## src/rtl/debounce_bank.sv

```systemverilog
// Multi-channel switch debouncer: synchroniser, per-channel stability counter,
// registered press / release / long-press event pulses.
module debounce_bank #(
  parameter int unsigned N_CH           = 4,
  parameter int unsigned DEBOUNCE_LIMIT = 250000,
  parameter int unsigned HOLD_LIMIT     = 25000000,
  parameter int unsigned SYNC_STAGES    = 2,
  parameter bit          RESET_LEVEL    = 1'b0
) (
  input  logic            clk,
  input  logic            rst_n,
  input  logic [N_CH-1:0] i_switch,
  output logic [N_CH-1:0] o_switch,
  output logic [N_CH-1:0] o_rise,
  output logic [N_CH-1:0] o_fall,
  output logic [N_CH-1:0] o_hold
);

  localparam int unsigned CNT_W    = (DEBOUNCE_LIMIT > 32'd1) ? $clog2(DEBOUNCE_LIMIT) : 32'd1;
  localparam int unsigned HOLD_W   = (HOLD_LIMIT > 32'd0) ? $clog2(HOLD_LIMIT + 32'd1) : 32'd1;
  localparam int unsigned HOLD_PRE_INT = (HOLD_LIMIT > 32'd0) ? (HOLD_LIMIT - 32'd1) : 32'd0;

  localparam logic [CNT_W-1:0]  CNT_MAX  = CNT_W'(DEBOUNCE_LIMIT - 32'd1);
  localparam logic [CNT_W-1:0]  CNT_ONE  = CNT_W'(32'd1);
  localparam logic [HOLD_W-1:0] HOLD_MAX = HOLD_W'(HOLD_LIMIT);
  localparam logic [HOLD_W-1:0] HOLD_PRE = HOLD_W'(HOLD_PRE_INT);
  localparam logic [HOLD_W-1:0] HOLD_ONE = HOLD_W'(32'd1);
  localparam logic [N_CH-1:0]   RST_VEC  = {N_CH{RESET_LEVEL}};

  logic [N_CH-1:0] sync_q [SYNC_STAGES];
  logic [N_CH-1:0] sample_s;

  // Input synchroniser chain, all channels in parallel.
  always_ff @(posedge clk or negedge rst_n) begin
    if (!rst_n) begin
      for (int k = 0; k < SYNC_STAGES; k++) begin
        sync_q[k] <= RST_VEC;
      end
    end else begin
      sync_q[0] <= i_switch;
      for (int k = 1; k < SYNC_STAGES; k++) begin
        sync_q[k] <= sync_q[k-1];
      end
    end
  end

  assign sample_s = sync_q[SYNC_STAGES-1];

  for (genvar c = 0; c < N_CH; c++) begin : g_ch
    logic [CNT_W-1:0] cnt_q;
    logic [CNT_W-1:0] cnt_d;
    logic             sw_q;
    logic             sw_d;
    logic             rise_q;
    logic             rise_d;
    logic             fall_q;
    logic             fall_d;

    // A mismatching sample must persist DEBOUNCE_LIMIT edges; any match restarts the count.
    always_comb begin
      cnt_d  = {CNT_W{1'b0}};
      sw_d   = sw_q;
      rise_d = 1'b0;
      fall_d = 1'b0;
      if (sample_s[c] == sw_q) begin
        cnt_d = {CNT_W{1'b0}};
      end else if (cnt_q == CNT_MAX) begin
        cnt_d  = {CNT_W{1'b0}};
        sw_d   = sample_s[c];
        rise_d = sample_s[c];
        fall_d = ~sample_s[c];
      end else begin
        cnt_d = cnt_q + CNT_ONE;
      end
    end

    // Debounced level, stability counter and edge pulses.
    always_ff @(posedge clk or negedge rst_n) begin
      if (!rst_n) begin
        cnt_q  <= {CNT_W{1'b0}};
        sw_q   <= RESET_LEVEL;
        rise_q <= 1'b0;
        fall_q <= 1'b0;
      end else begin
        cnt_q  <= cnt_d;
        sw_q   <= sw_d;
        rise_q <= rise_d;
        fall_q <= fall_d;
      end
    end

    assign o_switch[c] = sw_q;
    assign o_rise[c]   = rise_q;
    assign o_fall[c]   = fall_q;

    if (HOLD_LIMIT > 32'd0) begin : g_hold
      logic [HOLD_W-1:0] hcnt_q;
      logic [HOLD_W-1:0] hcnt_d;
      logic              hold_q;
      logic              hold_d;

      // Saturating press-duration counter; the pulse fires on the step into saturation,
      // unless a release is being accepted on the same edge.
      always_comb begin
        hcnt_d = hcnt_q;
        hold_d = 1'b0;
        if (!sw_q) begin
          hcnt_d = {HOLD_W{1'b0}};
        end else if (hcnt_q != HOLD_MAX) begin
          hcnt_d = hcnt_q + HOLD_ONE;
          hold_d = (hcnt_q == HOLD_PRE) && !fall_d;
        end else begin
          hcnt_d = hcnt_q;
        end
      end

      // Hold counter and long-press pulse register.
      always_ff @(posedge clk or negedge rst_n) begin
        if (!rst_n) begin
          hcnt_q <= {HOLD_W{1'b0}};
          hold_q <= 1'b0;
        end else begin
          hcnt_q <= hcnt_d;
          hold_q <= hold_d;
        end
      end

      assign o_hold[c] = hold_q;
    end else begin : g_no_hold
      assign o_hold[c] = 1'b0;
    end
  end

endmodule
```

## config.mk

```make
export PLATFORM = sky130hd
export DESIGN_NAME = debounce_bank
export DESIGN_NICKNAME = d
export VERILOG_FILES = /design/src/rtl/debounce_bank.sv
export SDC_FILE = /design/constraint.sdc
export NUM_CORES = 1
export LEC_CHECK = 0
export BUFFER_PORTS_ARGS = -buffer_cell sky130_fd_sc_hd__buf_4
export CORE_MARGIN = 2
export CORE_UTILIZATION = 26
export CTS_BUF_LIST = sky130_fd_sc_hd__clkbuf_2
export CTS_CLUSTER_DIAMETER = 100
export DETAILED_ROUTE_END_ITERATION = 10
export PLACE_DENSITY_LB_ADDON = 0.3
export SLEW_MARGIN = 15
export SYNTH_ARGS = -nofsm -noshare
export SYNTH_HDL_FRONTEND = slang
export SYNTH_SLANG_ARGS = --single-unit
```

## constraint.sdc

```tcl
create_clock -name clk -period 4.9 [get_ports clk]
set_input_delay 0.98 -clock clk [delete_from_list [all_inputs] [get_ports clk]]
set_output_delay 0.98 -clock clk [all_outputs]
set_load 0.02 [all_outputs]
```

==> impl_results.md, run 1 <==
- Flop pwr share: around 64%
- Most frequent cells in the layout: 196 x dfrtp_1, 97 x xnor2_1, 91 x nor2_1
- Combinational power share: 2.4%
- DIE AREA: between 30000 and 40000 um^2
- Post-synth ARST share: 100.0%
- Via density: 4.467
- Pin count of the biggest net entering global routing: 110
- # rows: 70
- Clock-pin slew of the registers on the worst-case setup and hold paths: between 0.2 and 0.3 ns
- Clock share of power: 33.5%
- Total number of vias: 6325
- Unrepaired setup endpoints after global routing: false
- Worst path depth: 1
- # clock sinks: around 200
- CTS tree: done
- Crit path time final: 3.097 ns
- Arr. time, crit path: between 2 and 2.5 ns
- Synth top area cells: dfrtp_1 51%, xnor2_1 8.8%, and2_1 5.6%, xor2_1 5.1%, nand3_1 4.0%
- FF-to-FF setup slack: about 2.6 ns
- Layout Skew: between 0.03 and 0.04 ns
- Cell Chain, Critical Path: buf_4
- Final number of max-transition violations: 0
- Critical path capture point type: primary output
- Max Freq: about 0.32 GHz
- Vias in the first global route: 6341
- Synth warnings: 0
- CP Launch Type: flip-flop
- Max-slew headroom: around 28%
- CTS resizes: 0
- Critical Path End: o_switch[1]
- Final setup fails: 0
- Core area: roughly 37000 um^2
- Biggest area consumer among synthesized cells: dfrtp_1
- Commonest non-fill, non-tap cell in the layout: dfrtp_1
- Port bufs: 21
- RR Endpoint: g_ch[0].g_hold.hcnt_q[24]
- Post-synthesis sequential area ratio: between 50 and 60%
- ANT nets after route: 0
- H-tree depth: 4
- Post-route DRC: 0
- Syn_nets: about 950
- VDD IR max: roughly 0.00011 V
- PwrDens: about 240 nW/um^2
- Die span in x: roughly 200 um
- Most common flop cell mapped by yosys: dfrtp_1
- Net Sw Frac: 24.64%
- Proportion of netlist area held by the largest area contributor: between 50% and 60%
- Finished Layout Cells: 1416
- Hold Crit Class: input pin to asynchronous set/reset pin
- Number of CTS-inserted buffers: 17
- Setup Buffers After CTS: 0
- Tcrit/Tclk final: between 60 and 70%
- Post-Place Cells: around 1.4k
- Share of post-route cells with drive strength above 1: under 10%
- Antenna violations before repair: 1
- Yosys cell types: between 40 and 50
- CP max stage delay: just over 1 ns
- Die H: slightly below 200 um
- GR Util All Layers: a little under a tenth
- Fin. Hold Viols: 0
- RePlAce Congestion: about 0.75
- Synth Register Bits: between 150 and 200
- Mapped cell area: 9651 um^2
- Area grow syn2layout: 8.674%
- Req. time, crit path: 3.92 ns
- Pint: around 0.0019 W
- Worst path top cell family by delay: flip-flops
- Crit path from: g_ch[1].sw_q
- Leak Pwr: roughly 4.4 nW
- Initial Utilization: 26.36%
- WL/cell: 12.35 um
- TNS Setup: 0 ns
- Worst-Margin Slew: approximately 1.1 ns
- Layout Nets: around 950
- Syn Inst Count: 930
- Max-capacitance violation count: 0
- Status: finished, final reports clean
- Buf/Inv on CP: 1
- Post-DP HPWL: roughly 11000 um
- Clk_lat worst skew: slightly below 0.8 ns
- Drt first pass iters: 4
- P_sw: 0.0006317 W
- Gr ovfl total: 0
- EDFF count, synth: 0
- Global-route wire length before repair: approximately 31000 um
- R2r startpoint: g_ch[0].g_hold.hcnt_q[0]
- Root buf cell: clkbuf_2
- I/O pin total: 22
- R2r worst-path depth: 6
- Routed WL: between 15000 and 20000 um
- WS Path Type: flip-flop to primary output
- Crit-path max FO: 32
- DRT iter0 DRCs: ~330
- CTS Hold Bufs: 0
- Maximum buffer depth of the clock tree: 2
- Slowest-stage cell, CP: dfrtp_1
- Mean Syn Cell Area: approximately 10 um^2
[cells by family (layout without fill, tap and decap cells)]
logic type,count (synthesis),after routing,share of synthesized area [%]
buf+inv,51,68,2.606
compound gates,15,15,1.037
simple gates,494,494,29.11
fa+ha+maj,12,12,1.556
xor+xnor,153,153,13.89
flops,196,196,50.82
mux,9,9,0.9853
other cells,0,1,0
[flip-flops by register name, indices dropped and copies added, names as in the netlist]
signal and flops:
g_ch.fall_q 4, sample_s 4, g_ch.g_hold.hcnt_q 100, g_ch.g_hold.hold_q 4, sync_q 4, g_ch.cnt_q 72, g_ch.rise_q 4, g_ch.sw_q 4
[cells in the mapped netlist, types with 2 or more instances]
master	number
nor2b_1	14
o21ai_0	5
and2_1	86
a21boi_0	5
nor3b_1	9
nor4_4	2
or3_2	2
nor4bb_1	3
xor2_1	56
clkbuf_1	21
nor4_1	15
and4_1	11
or4_1	3
nand2_1	51
nor4_2	2
dfrtp_1	196
o21a_1	4
mux2i_1	5
ha_1	12
or2_2	2
and4_2	2
buf_4	16
nand3b_1	12
or3_1	3
nand3_1	77
inv_1	13
nand4b_1	3
xnor2_1	97
and3_1	29
nor4b_1	13
nor2_1	91
mux2_2	4
nand4_1	38
nor3_1	18
[metrics by stage]
stage | hold WS (ns) | power [W] | worst slack [ns] | utilization (%) | cell area [um^2]
floorplan | 0.3312 | 0.001689 | 2.848 | - | 9651
global placement | 0.3334 | 0.001735 | 2.564 | 27.95 | 10230
detailed placement | 0.3358 | 0.001736 | 2.585 | 27.95 | 10230
CTS | 0.09298 | 0.002624 | 1.690 | 28.62 | 10480
global route | 0.09264 | 0.002694 | 1.582 | 28.65 | 10490
finish | 0.1511 | 0.002564 | 1.803 | 28.65 | 10490
[area by class of cell]
class	instances	area, um^2
multi-input cells	683	4501
repair buffers	24	198.9
inverters	13	48.80
well taps	468	585.6
fillers	3845	26120
clock inverters	13	156.4
clock buffers	18	90.09
flip-flops and latches	196	4905
diodes	1	2.502
[layer usage]
| layer | global-route usage [%] | vias up | wire length, um |
|---|---|---|---|
| met3 | 2.002 | 17 | 324 |
| met1 | 13.18 | 3104 | 9005 |
| met4 | 3.732 | 0 | 314 |
| met5 | 0 | - | 0 |
| li1 | - | 3163 | - |
| met2 | 14.72 | 41 | 7838 |
[worst min path at each step]
stage                     end  slack (ns)
2_1_floorplan     sample_s[0]        0.33
3_3_place_gp      sample_s[3]        0.33
3_5_place_dp      sample_s[3]        0.34
4_1_cts        g_ch[2].fall_q        0.09
5_1_grt        g_ch[2].fall_q        0.09
6_report       g_ch[2].fall_q        0.15
[power groups by stage]
stage / clock network (W) / logic, W / registers [W]
floorplan: 0 / 0.0000204 / 0.00167
global placement: 0 / 0.0000649 / 0.00167
detailed placement: 0 / 0.0000653 / 0.00167
CTS: 0.000913 / 0.0000650 / 0.00165
global route: 0.000973 / 0.0000725 / 0.00165
finish: 0.000859 / 0.0000605 / 0.00164
No activity file was read; power rests on OpenSTA's default activity.
==> inputs of run 2 (changes only) <==
Clock period 4.9 ns to 3.1 ns, I/O delays scaled along.
==> impl_results.md, run 2 (synthesized netlist as in run 1, its figures left out) <==
- Arr. time, crit path: roughly 2 ns
- Total number of vias: roughly 6.4k
- TNS Setup: 0 ns
- Slowest-stage cell, CP: dfrtp_1
- Clock share of power: between 30% and 40%
- Critical path capture point type: primary output
- Worst path top cell family by delay: flip-flops
- # clock sinks: 196
- Die span in x: 196.7 um
- Critical Path End: o_switch[0]
- Req. time, crit path: between 2 and 2.5 ns
- Via density: ~4.5
- Pint: 0.002969 W
- Drt first pass iters: 4
- Worst-Margin Slew: about 0.86 ns
- Crit path from: g_ch[0].sw_q
- Post-route DRC: 0
- CTS Hold Bufs: 5
- CP Launch Type: flip-flop
- P_sw: between 0.0009 and 0.001 W
- Net Sw Frac: about a quarter
- Core area: about 37000 um^2
- Placed inst area: between 10000 and 15000 um^2
- Clock-pin slew of the registers on the worst-case setup and hold paths: approximately 0.25 ns
- Maximum buffer depth of the clock tree: 2
- Combinational power share: under 10%
- R2r startpoint: g_ch[3].g_hold.hcnt_q[0]
- DIE AREA: ~39000 um^2
- RePlAce Congestion: between 0.7 and 0.8
- Die H: between 150 and 200 um
- FF-to-FF setup slack: approximately 0.83 ns
- Initial Utilization: 26.36%
- Commonest non-fill, non-tap cell in the layout: dfrtp_1
- Clk_lat worst skew: ~0.79 ns
- Flop pwr share: between 60 and 70%
- PwrDens: about 370 nW/um^2
- R2r worst-path depth: 6
- Number of flip-flops in the largest register: 100
- RR Endpoint: g_ch[3].g_hold.hcnt_q[20]
- H-tree depth: 4
- Max-slew headroom: a little over two fifths
- Port bufs: 21
- WS Path Type: flip-flop to primary output
- I/O pin total: 22
- Final number of max-transition violations: 0
- Buf/Inv on CP: 1
- Cell area after layout: approximately 11000 um^2
- Crit-path max FO: 32
- Cell Chain, Critical Path: buf_4
- Dpl ws: just under 0.9 ns
- Routed WL: approximately 17000 um
- CTS tree: done
- Crit path time final: roughly 2.6 ns
- Gr ovfl total: 0
- Worst path depth: 1
- Biggest regs: g_ch.g_hold.hcnt_q: 100 flops, g_ch.cnt_q: 72 flops
- DRT iter0 DRCs: approximately 370
- CTS resizes: 0
- Leak Pwr: 4.446 nW
- Tcrit/Tclk final: between 80% and 90%
- Max-capacitance violation count: 0
- WL/cell: between 10 and 15 um
- Most frequent cells in the layout: 196 x dfrtp_1, 97 x xnor2_1, 91 x nor2_1
- Post-DP HPWL: roughly 11000 um
- Setup Buffers After CTS: 0
- Share of post-route cells with drive strength above 1: 8.150%
- Fin. Hold Viols: 0
- Hold Crit Class: input pin to asynchronous set/reset pin
- Area grow syn2layout: 9.399%
- CP max stage delay: 0.96 ns
- Util after Layout: 28.84%
- Global-route wire length before repair: 30970 um
- Worst setup margin: between 0.4 and 0.5 ns
- Final setup fails: 0
- Most flops, register: g_ch.g_hold.hcnt_q
- ANT nets after route: 0
- Antenna violations before repair: 1
- Pin count of the biggest net entering global routing: 71
- Vias in the first global route: 6414
- Number of CTS-inserted buffers: 17
- Unrepaired setup endpoints after global routing: false
- # rows: 70
- Layout Skew: 0.04303 ns
- Max Freq: about 0.38 GHz
- Root buf cell: clkbuf_2
- Status: finished, final reports clean
- VDD IR max: between 0.00015 and 0.0002 V
- Layout Nets: approximately 970
- GR Util All Layers: under 10%
[run 2: cell types whose count changed in the layout (fill, tap and decap cells not counted), sizes merged, moves of 2 or more]
| cell | previous run | this run |
|---|---|---|
| buf | 23 | 30 |
| inv | 16 | 13 |
| dlygate4sd3 | 0 | 5 |
| clkinvlp | 0 | 2 |
[run 2: how the worst min path moves through the flow]
stage | slack [ns] | startpoint | end | cells after the start
floorplan | 0.32 | rst_n | g_ch[0].cnt_q[0] | 0
global placement | 0.33 | sync_q[5] | sample_s[1] | 0
detailed placement | 0.34 | sync_q[5] | sample_s[1] | 0
CTS | 0.25 | rst_n | g_ch[2].g_hold.hcnt_q[8] | 2
global route | 0.29 | rst_n | g_ch[2].g_hold.hcnt_q[8] | 2
finish | 0.35 | rst_n | g_ch[2].g_hold.hcnt_q[8] | 2
[run 2: power by group through the flow]
| stage | Clock (W) | Combinational, W | Sequential [W] |
|---|---|---|---|
| floorplan | 0 | 0.0000323 | 0.00264 |
| global placement | 0 | 0.000110 | 0.00264 |
| detailed placement | 0 | 0.000110 | 0.00264 |
| CTS | 0.00132 | 0.000115 | 0.00260 |
| global route | 0.00141 | 0.000128 | 0.00260 |
| finish | 0.00122 | 0.000108 | 0.00260 |
[run 2: per-layer routing]
metal  up-vias  global-route usage (%)  share of wire [%]
met5         -                       0                  0
met4         0                   3.732                1.6
met3        17                   1.916                1.9
met2        39                   15.09                 45
met1      3132                   13.10                 51
li1       3200                       -                  -
[run 2: final cells by class]
class	instances	area, um^2
diodes	1	2.502
clock buffers	19	95.09
clock inverters	10	112.6
fillers	3819	26050
inverters	13	48.80
multi-input cells	683	4494
flip-flops and latches	196	4905
well taps	468	585.6
repair buffers	36	314.1
[run 2: per-stage QoR]
| step | total power, W | hold slack (ns) | instances |
|---|---|---|---|
| 3_5_place_dp | 0.002751 | 0.3365 | 1391 |
| 3_3_place_gp | 0.002750 | 0.3328 | 1391 |
| 5_1_grt | 0.004138 | 0.2857 | 1426 |
| 2_1_floorplan | 0.002669 | 0.3244 | 930 |
| 6_report | 0.003927 | 0.3488 | 1426 |
| 4_1_cts | 0.004033 | 0.2538 | 1425 |
